File: src/rtl/add_req_sequencer_if.sv
// Handshake and data bundle around the add request sequencer.
// slave  = the sequencer itself.
// master = its surroundings: the request source, the adder and the result consumer.
interface add_req_sequencer_if #(
  parameter int WIDTH = 16,
  parameter int CW    = 6
);
  // request channel
  logic             req_valid;
  logic             req_ready;
  logic [WIDTH-1:0] req_a;
  logic [WIDTH-1:0] req_b;
  logic             req_cin;
  // adder channel
  logic             add_en;
  logic [WIDTH-1:0] add_a;
  logic [WIDTH-1:0] add_b;
  logic             add_cin;
  logic             add_ready;
  logic [WIDTH-1:0] add_sum;
  logic             add_cout;
  // result channel
  logic             res_valid;
  logic             res_ready;
  logic [WIDTH-1:0] res_sum;
  logic             res_cout;
  logic             res_ovf;
  logic             res_zero;
  logic             res_err;
  logic [CW-1:0]    res_cycles;

  modport slave (
    input  req_valid, req_a, req_b, req_cin, add_ready, add_sum, add_cout, res_ready,
    output req_ready, add_en, add_a, add_b, add_cin,
           res_valid, res_sum, res_cout, res_ovf, res_zero, res_err, res_cycles
  );

  modport master (
    output req_valid, req_a, req_b, req_cin, add_ready, add_sum, add_cout, res_ready,
    input  req_ready, add_en, add_a, add_b, add_cin,
           res_valid, res_sum, res_cout, res_ovf, res_zero, res_err, res_cycles
  );
endinterface

File: src/rtl/add_req_sequencer.sv
// Issue stage in front of ripple_cla16. It takes one operand request, holds the
// operands and en steady until the adder reports ready, then captures and holds
// the result until the consumer takes it. A watchdog turns a stalled adder into
// an error result.
module add_req_sequencer #(
  parameter int WIDTH   = 16,
  parameter int TIMEOUT = 32,
  parameter int CW      = 6
) (
  input logic                 clk,
  input logic                 reset,
  add_req_sequencer_if.slave  bus
);

  localparam logic [CW-1:0] TO = CW'(TIMEOUT);

  typedef enum logic [1:0] {IDLE, RUN, DONE} state_t;

  state_t           state, state_nxt;
  logic [CW-1:0]    wdog;
  logic             add_en;
  logic [WIDTH-1:0] add_a, add_b;
  logic             add_cin;
  logic             res_valid;
  logic [WIDTH-1:0] res_sum;
  logic             res_cout, res_ovf, res_zero, res_err;
  logic [CW-1:0]    res_cycles;

  // RUN leaves on adder ready or on watchdog expiry; ready wins when both occur on one edge.
  logic run_hit, run_to;
  assign run_hit = (state == RUN) && bus.add_ready;
  assign run_to  = (state == RUN) && !bus.add_ready && (wdog == TO);

  // state register
  always_ff @(posedge clk or posedge reset) begin
    if (reset) state <= IDLE;
    else       state <= state_nxt;
  end

  // next-state decode
  always_comb begin
    state_nxt = state;
    case (state)
      IDLE:    if (bus.req_valid)       state_nxt = RUN;
      RUN:     if (run_hit || run_to)   state_nxt = DONE;
      DONE:    if (bus.res_ready)       state_nxt = IDLE;
      default:                          state_nxt = IDLE;
    endcase
  end

  // operand latch, adder enable and watchdog
  always_ff @(posedge clk or posedge reset) begin
    if (reset) begin
      add_en  <= 1'b0;
      add_a   <= '0;
      add_b   <= '0;
      add_cin <= 1'b0;
      wdog    <= '0;
    end else begin
      if (state == IDLE && bus.req_valid) begin
        add_a   <= bus.req_a;
        add_b   <= bus.req_b;
        add_cin <= bus.req_cin;
        add_en  <= 1'b1;
        wdog    <= CW'(1);
      end else if (run_hit || run_to) begin
        add_en  <= 1'b0;
      end else if (state == RUN) begin
        wdog    <= wdog + CW'(1);
      end
    end
  end

  // result capture and hold; overflow is judged on the latched operands
  always_ff @(posedge clk or posedge reset) begin
    if (reset) begin
      res_valid  <= 1'b0;
      res_sum    <= '0;
      res_cout   <= 1'b0;
      res_ovf    <= 1'b0;
      res_zero   <= 1'b0;
      res_err    <= 1'b0;
      res_cycles <= '0;
    end else begin
      if (run_hit) begin
        res_valid  <= 1'b1;
        res_sum    <= bus.add_sum;
        res_cout   <= bus.add_cout;
        res_ovf    <= (add_a[WIDTH-1] == add_b[WIDTH-1]) &&
                      (bus.add_sum[WIDTH-1] != add_a[WIDTH-1]);
        res_zero   <= (bus.add_sum == '0);
        res_err    <= 1'b0;
        res_cycles <= wdog;
      end else if (run_to) begin
        res_valid  <= 1'b1;
        res_sum    <= '0;
        res_cout   <= 1'b0;
        res_ovf    <= 1'b0;
        res_zero   <= 1'b0;
        res_err    <= 1'b1;
        res_cycles <= TO;
      end else if (state == DONE && bus.res_ready) begin
        res_valid  <= 1'b0;
      end
    end
  end

  assign bus.req_ready  = (state == IDLE);
  assign bus.add_en     = add_en;
  assign bus.add_a      = add_a;
  assign bus.add_b      = add_b;
  assign bus.add_cin    = add_cin;
  assign bus.res_valid  = res_valid;
  assign bus.res_sum    = res_sum;
  assign bus.res_cout   = res_cout;
  assign bus.res_ovf    = res_ovf;
  assign bus.res_zero   = res_zero;
  assign bus.res_err    = res_err;
  assign bus.res_cycles = res_cycles;

endmodule

File: src/flat_wrapper.sv
// flat-port wrapper written by rule: the top's interface ports become plain ports
module add_req_sequencer_flat 
#(
  parameter int WIDTH   = 16,
  parameter int TIMEOUT = 32,
  parameter int CW      = 6
)
  (clk, reset, bus_req_valid, bus_req_a, bus_req_b, bus_req_cin, bus_add_ready, bus_add_sum, bus_add_cout, bus_res_ready, bus_req_ready, bus_add_en, bus_add_a, bus_add_b, bus_add_cin, bus_res_valid, bus_res_sum, bus_res_cout, bus_res_ovf, bus_res_zero, bus_res_err, bus_res_cycles);
  add_req_sequencer_if #(.WIDTH(WIDTH), .CW(CW)) bus_i ();
  input logic clk;
  input logic reset;
  input wire logic [$bits(bus_i.req_valid)-1:0] bus_req_valid;
  input wire logic [$bits(bus_i.req_a)-1:0] bus_req_a;
  input wire logic [$bits(bus_i.req_b)-1:0] bus_req_b;
  input wire logic [$bits(bus_i.req_cin)-1:0] bus_req_cin;
  input wire logic [$bits(bus_i.add_ready)-1:0] bus_add_ready;
  input wire logic [$bits(bus_i.add_sum)-1:0] bus_add_sum;
  input wire logic [$bits(bus_i.add_cout)-1:0] bus_add_cout;
  input wire logic [$bits(bus_i.res_ready)-1:0] bus_res_ready;
  output wire logic [$bits(bus_i.req_ready)-1:0] bus_req_ready;
  output wire logic [$bits(bus_i.add_en)-1:0] bus_add_en;
  output wire logic [$bits(bus_i.add_a)-1:0] bus_add_a;
  output wire logic [$bits(bus_i.add_b)-1:0] bus_add_b;
  output wire logic [$bits(bus_i.add_cin)-1:0] bus_add_cin;
  output wire logic [$bits(bus_i.res_valid)-1:0] bus_res_valid;
  output wire logic [$bits(bus_i.res_sum)-1:0] bus_res_sum;
  output wire logic [$bits(bus_i.res_cout)-1:0] bus_res_cout;
  output wire logic [$bits(bus_i.res_ovf)-1:0] bus_res_ovf;
  output wire logic [$bits(bus_i.res_zero)-1:0] bus_res_zero;
  output wire logic [$bits(bus_i.res_err)-1:0] bus_res_err;
  output wire logic [$bits(bus_i.res_cycles)-1:0] bus_res_cycles;
  assign bus_i.req_valid = bus_req_valid;
  assign bus_i.req_a = bus_req_a;
  assign bus_i.req_b = bus_req_b;
  assign bus_i.req_cin = bus_req_cin;
  assign bus_i.add_ready = bus_add_ready;
  assign bus_i.add_sum = bus_add_sum;
  assign bus_i.add_cout = bus_add_cout;
  assign bus_i.res_ready = bus_res_ready;
  assign bus_req_ready = bus_i.req_ready;
  assign bus_add_en = bus_i.add_en;
  assign bus_add_a = bus_i.add_a;
  assign bus_add_b = bus_i.add_b;
  assign bus_add_cin = bus_i.add_cin;
  assign bus_res_valid = bus_i.res_valid;
  assign bus_res_sum = bus_i.res_sum;
  assign bus_res_cout = bus_i.res_cout;
  assign bus_res_ovf = bus_i.res_ovf;
  assign bus_res_zero = bus_i.res_zero;
  assign bus_res_err = bus_i.res_err;
  assign bus_res_cycles = bus_i.res_cycles;
  add_req_sequencer #(.WIDTH(WIDTH), .TIMEOUT(TIMEOUT), .CW(CW)) u_core (.clk(clk), .reset(reset), .bus(bus_i));
endmodule
File: config.mk
export PLATFORM = sky130hd
export DESIGN_NAME = add_req_sequencer_flat
export DESIGN_NICKNAME = d
export VERILOG_FILES = /design/src/rtl/add_req_sequencer_if.sv /design/src/rtl/add_req_sequencer.sv /design/src/flat_wrapper.sv
export SDC_FILE = /design/constraint.sdc
export NUM_CORES = 1
export LEC_CHECK = 0
export BUFFER_PORTS_ARGS = -buffer_cell sky130_fd_sc_hd__buf_2
export CORE_MARGIN = 2
export CORE_UTILIZATION = 49
export CTS_BUF_LIST = sky130_fd_sc_hd__clkbuf_2 sky130_fd_sc_hd__clkbuf_4 sky130_fd_sc_hd__clkbuf_8
export DETAILED_ROUTE_END_ITERATION = 10
export PLACE_DENSITY = 0.8
export SYNTH_ARGS = -nofsm -noshare
export SYNTH_HDL_FRONTEND = slang
export SYNTH_SLANG_ARGS = --single-unit
File: constraint.sdc
create_clock -name clk -period 2.5 [get_ports clk]
set_input_delay 0.375 -clock clk [delete_from_list [all_inputs] [get_ports clk]]
set_output_delay 0.375 -clock clk [all_outputs]
set_load 0.005 [all_outputs]
-- Word level (Yosys, flattened, before mapping)
Index checks and enable logic that the tools add are counted.
- bits in registers: 69
- latch bits: 0
- bits in writable memories: 0
- memory bits (read-only): 0
- input port bits: 55
- output and inout bits: 62
- logic and storage cells: 61
- memories: 0
- add/subtract/negate cells: 1
- $mul: 0
- divide/modulo/power cells: 0
- magnitude comparators: 0
- eq/ne operators: 9
- shifts and indexed selects: 0
- multiplexer cells: 22
- bitwise operators: 0
- reductions and logical operators: 16
- operators with widths (kind ; count):
    $mux 16 ; 2
    $mux 6 ; 5
    $logic_not 16->1 ; 1
    $mux 1 ; 11
    $ne 2x2->1 const B ; 4
    $add 6x1->6 const B ; 1
    $eq 6x6->1 const B ; 1
    $logic_and 1x1->1 ; 6
    $mux 2 ; 3
    $pmux 2 s3 ; 1
    $reduce_bool 2->1 ; 3
    $reduce_and 3->1 ; 1
    $reduce_bool 3->1 ; 1
    $eq 2x1->1 const B ; 1
    $eq 2x2->1 const B ; 1
    $logic_not 2->1 ; 1
    $reduce_and 2->1 ; 1
    $eq 1x1->1 ; 1
    $logic_not 1->1 ; 1
    $logic_or 1x1->1 ; 1
    $ne 1x1->1 ; 1

-- Depth between registers and ports, before layout
- word-level depth: 6
- gate-level depth with buffers: 7

-- Worst setup path before layout
OpenSTA, ideal clock, no wires.
- path kind: reg-to-reg
- start: register u_core.wdog[0]
- end: register u_core.res_sum[0], in the netlist u_core.bus.res_sum[0]
- arrival time: 1.429 ns
- path slack: 0.951 ns
- stages on the path, launching flop included: 8
- path buffers: 2
- period minus slack after synthesis: 1.549 ns
- path through: dfrtp_1 -> inv_1 -> ha_1 -> nand4bb_1 -> o31a_1 -> buf_6 -> buf_6 -> a22o_1
- word-level cells in the longest chain between the ends: 3
- ends and longest elaborated chain (item ; RTL line ; text):
    start, declared ; add_req_sequencer.sv:20 ; logic [CW-1:0] wdog;
    start signal, assigned ; add_req_sequencer.sv:69 ; wdog <= wdog + CW'(1);
    $eq 6x6->1 ; add_req_sequencer.sv:32 ; assign run_to = (state == RUN) && !bus.add_ready && (wdog == TO);
    $logic_and 1x1->1 ; add_req_sequencer.sv:32 ;
    $reduce_bool 2->1 (no line) ; -- ;
    end signal, assigned ; add_req_sequencer.sv:87 ; res_sum <= bus.add_sum;
    end, declared ; add_req_sequencer.sv:25 ; logic [WIDTH-1:0] res_sum;
No other way between the ends.
A chain may end at the register's enable or synchronous reset.

-- Final worst setup path
- start: register u_core.wdog[0]
- end: register u_core.state[1]
- word-level cells in the longest chain between the ends: 5
- ends and longest elaborated chain (item ; RTL line ; text):
    $eq 6x6->1 ; add_req_sequencer.sv:32 ;
    $logic_and 1x1->1 ; add_req_sequencer.sv:32 ;
    $logic_or 1x1->1 ; add_req_sequencer.sv:45 ; RUN: if (run_hit || run_to) state_nxt = DONE;
    $ne 2x2->1 (no line) ; -- ;
    $reduce_and 3->1 (no line) ; -- ;
    end signal, assigned ; add_req_sequencer.sv:37 ; else state <= state_nxt;
    end, declared ; add_req_sequencer.sv:19 ; state_t state, state_nxt;
No other way between the ends.

==> metrics.txt <==
share of cells above drive strength 1=0.366; Synth Area in Compound Gates=0.110; CTS tree=yes; DRC errors left=0; maximum VDD drop=0.550 mV; PwrDens=1200 nW/um2; FMAX=466 MHz; distinct cell type count of the synthesized netlist=33; fin crit share=0.858; ant diodes=0; Nets=437; Hold-fix buffers, CTS=0; XOR/XNOR Fraction of Synth Area=0; register area share after synthesis=0.630; overall routing resource usage=0.214; final hold violations=0; final wirelength=6200 um; CTS Sinks=69; first-pass GRT wire length=10200 um; I/O Buffers=116; syn_nets=319; FF-to-FF Start=u_core.wdog[0]; reg2reg setup slack=0.36 ns; initial antenna violation count=0; Worst EP arrival=2.31 ns; CTS Buf Count=9; mean post-synth cell area=10.5 um2; Die Wd=78.8 um; grt total ovfl=0; Starting Density=0.504; Root Buffer=clkbuf_8; Die Y=78.8 um; clock skew=0.00543 ns; largest net degree at the start of global routing=37; DP HPWL=4320 um; maxcap violations=0; DR vias/cell=5.06; Post-DRT Antenna Nets=0; worst setup path class=reg -> reg; simple-gate share of the synthesized area=0.206; Avg WL per Cell=13.6 um; DR pass1 iterations=4; Syn Std Cell Area=2740 um2; Vias=2313; Area Growth Syn to Fin=31.7%; worst min path class=in -> async; gpl congestion=0.798; relative slew slack=0.282; core area=5440 um2; CTS max path bufs=2; Post-Synthesis Cells=262; number of max-slew violations in the final report=0; worst reg2reg endpoint=u_core.state[1]; setup tns final=0 ns; post-synthesis mux area share=0.0114; status=complete, no violations; Tightest Pin Transition=1.08 ns; Final min period=2.14 ns; H-tree depth=3; WP data required=2.66 ns; post-CTS setup buffers=0; Tot Pwr=4.35 mW; Yosys Warn Count=0; Post-Synth Adder-Cell Area=0.00913; largest family of logic cells by synthesized area=simple AND/OR/NAND/NOR gates; # setup viols final=0; Reg2Reg Depth=5; boundary pin count=117; initial DRC count=109; CP Max Fanout=29; Die ar.=6210 um2; hold slack=0.126 ns; post-CTS sizing=0; crit end category=register; clk_lat worst skew=0.34 ns; FF+latch count, synth=69; leak pwr=2.02 nW; vias in the first global route=2252; RSZ-0062 raised after global routing=false; placement row count=27; clock slew at reported path FFs=0.07 ns; crit start category=register
area by class of cell:
cell class,instances,area (um2)
fill,449,1830
sequential,69,1730
multi-input combinational,174,927
timing repair buffer,121,618
clock buffer,12,159
tap,72,90.1
clock inverter,4,70.1
inverter,5,18.8
stage by stage:
stage / setup slack, ns / instances / instance area (um2) / utilization
final: 0.356 / 457 / 3610 / 0.664
after floorplan: 0.385 / 262 / 2740 / -
after global placement: 0.507 / 441 / 3380 / 0.622
after CTS: 0.358 / 457 / 3610 / 0.664
after global routing: 0.130 / 457 / 3610 / 0.664
after detailed placement: 0.370 / 441 / 3380 / 0.622
how the worst max path moves through the flow:
stage,cells past startpoint,slack (ns),from,to
2_1_floorplan,1,0.39,reset,u_core.bus.add_a[0]
3_3_place_gp,5,0.51,u_core.wdog[0],u_core.state[1]
3_5_place_dp,5,0.37,u_core.wdog[0],u_core.state[1]
4_1_cts,5,0.36,u_core.wdog[0],u_core.state[1]
5_1_grt,5,0.13,u_core.wdog[0],u_core.state[1]
6_report,5,0.36,u_core.wdog[0],u_core.state[1]
placed cells by master (no fill, tap or decap), types with 3 or more instances in the layout:
| cell | instances |
|---|---|
| a21oi_1 | 3 |
| a22o_1 | 23 |
| buf_2 | 116 |
| buf_4 | 5 |
| clkbuf_8 | 11 |
| dfrtp_1 | 69 |
| inv_1 | 4 |
| nand2_1 | 106 |
| nand2b_1 | 3 |
| nor2_1 | 4 |
| nor4_1 | 5 |
| o21ai_0 | 3 |
cells by family after synthesis:
family,Yosys count
compound gates,38
fa+ha+maj,2
buf+inv,19
flops,69
mux,3
simple gates,131
worst max-delay path, cell delays in order, from the launching register on:
cell       delay (ns)
dfrtp_1          0.46
inv_1            0.08
ha_1             0.20
nand4bb_1        0.15
o31a_1           0.86
o21ai_0          0.22
where the power goes:
| part | total [mW] | switching [mW] | internal (mW) |
|---|---|---|---|
| sequential | 1.90 | 0.313 | 1.59 |
| clock | 1.02 | 0.401 | 0.624 |
| combinational | 1.42 | 0.726 | 0.693 |
| total | 4.35 | 1.44 | 2.91 |
state kept, by name, summed over array words and instances, names as in the netlist:
register and count:
u_core.bus.res_cout 1, u_core.bus.res_zero 1, u_core.bus.add_cin 1, u_core.bus.res_err 1, u_core.bus.add_en 1, u_core.wdog 6, u_core.bus.add_a 16, u_core.bus.res_sum 16
u_core.bus.add_b 16, u_core.bus.res_valid 1, u_core.bus.res_ovf 1, u_core.state 2, u_core.bus.res_cycles 6
cell usage after synthesis:
cell	number	share of area
a21boi_0	1	0.0027
a21o_1	1	0.0027
a21oi_1	3	0.0055
a22o_1	23	0.074
and3b_1	1	0.0032
buf_1	5	0.0069
buf_2	4	0.0073
buf_6	2	0.0082
clkbuf_1	3	0.0041
dfrtp_1	69	0.63
ha_1	2	0.0091
inv_1	5	0.0069
mux2_2	1	0.0041
mux2i_1	2	0.0073
nand2_1	106	0.15
nand2b_1	3	0.0069
nand2b_2	1	0.0032
nand3_1	2	0.0037
nand3b_1	1	0.0027
nand4bb_1	2	0.0082
nor2_1	4	0.0055
nor3_1	1	0.0018
nor3b_1	2	0.0055
nor4_1	5	0.011
o211ai_1	1	0.0027
o21a_1	1	0.0027
o21ai_0	3	0.0055
o22ai_1	1	0.0023
o2bb2ai_1	1	0.0032
o31a_1	1	0.0032
o31ai_1	2	0.0055
or3b_1	2	0.0064
or4_1	1	0.0027
per-layer routing:
layer	vias up	wire, um	GRT usage
met2	109	2740	0.322
met1	1081	2760	0.278
met5	-	0	0
met3	13	578	0.0807
li1	1110	-	-
met4	0	116	0.0912
No activity file was read; power rests on OpenSTA's default activity.
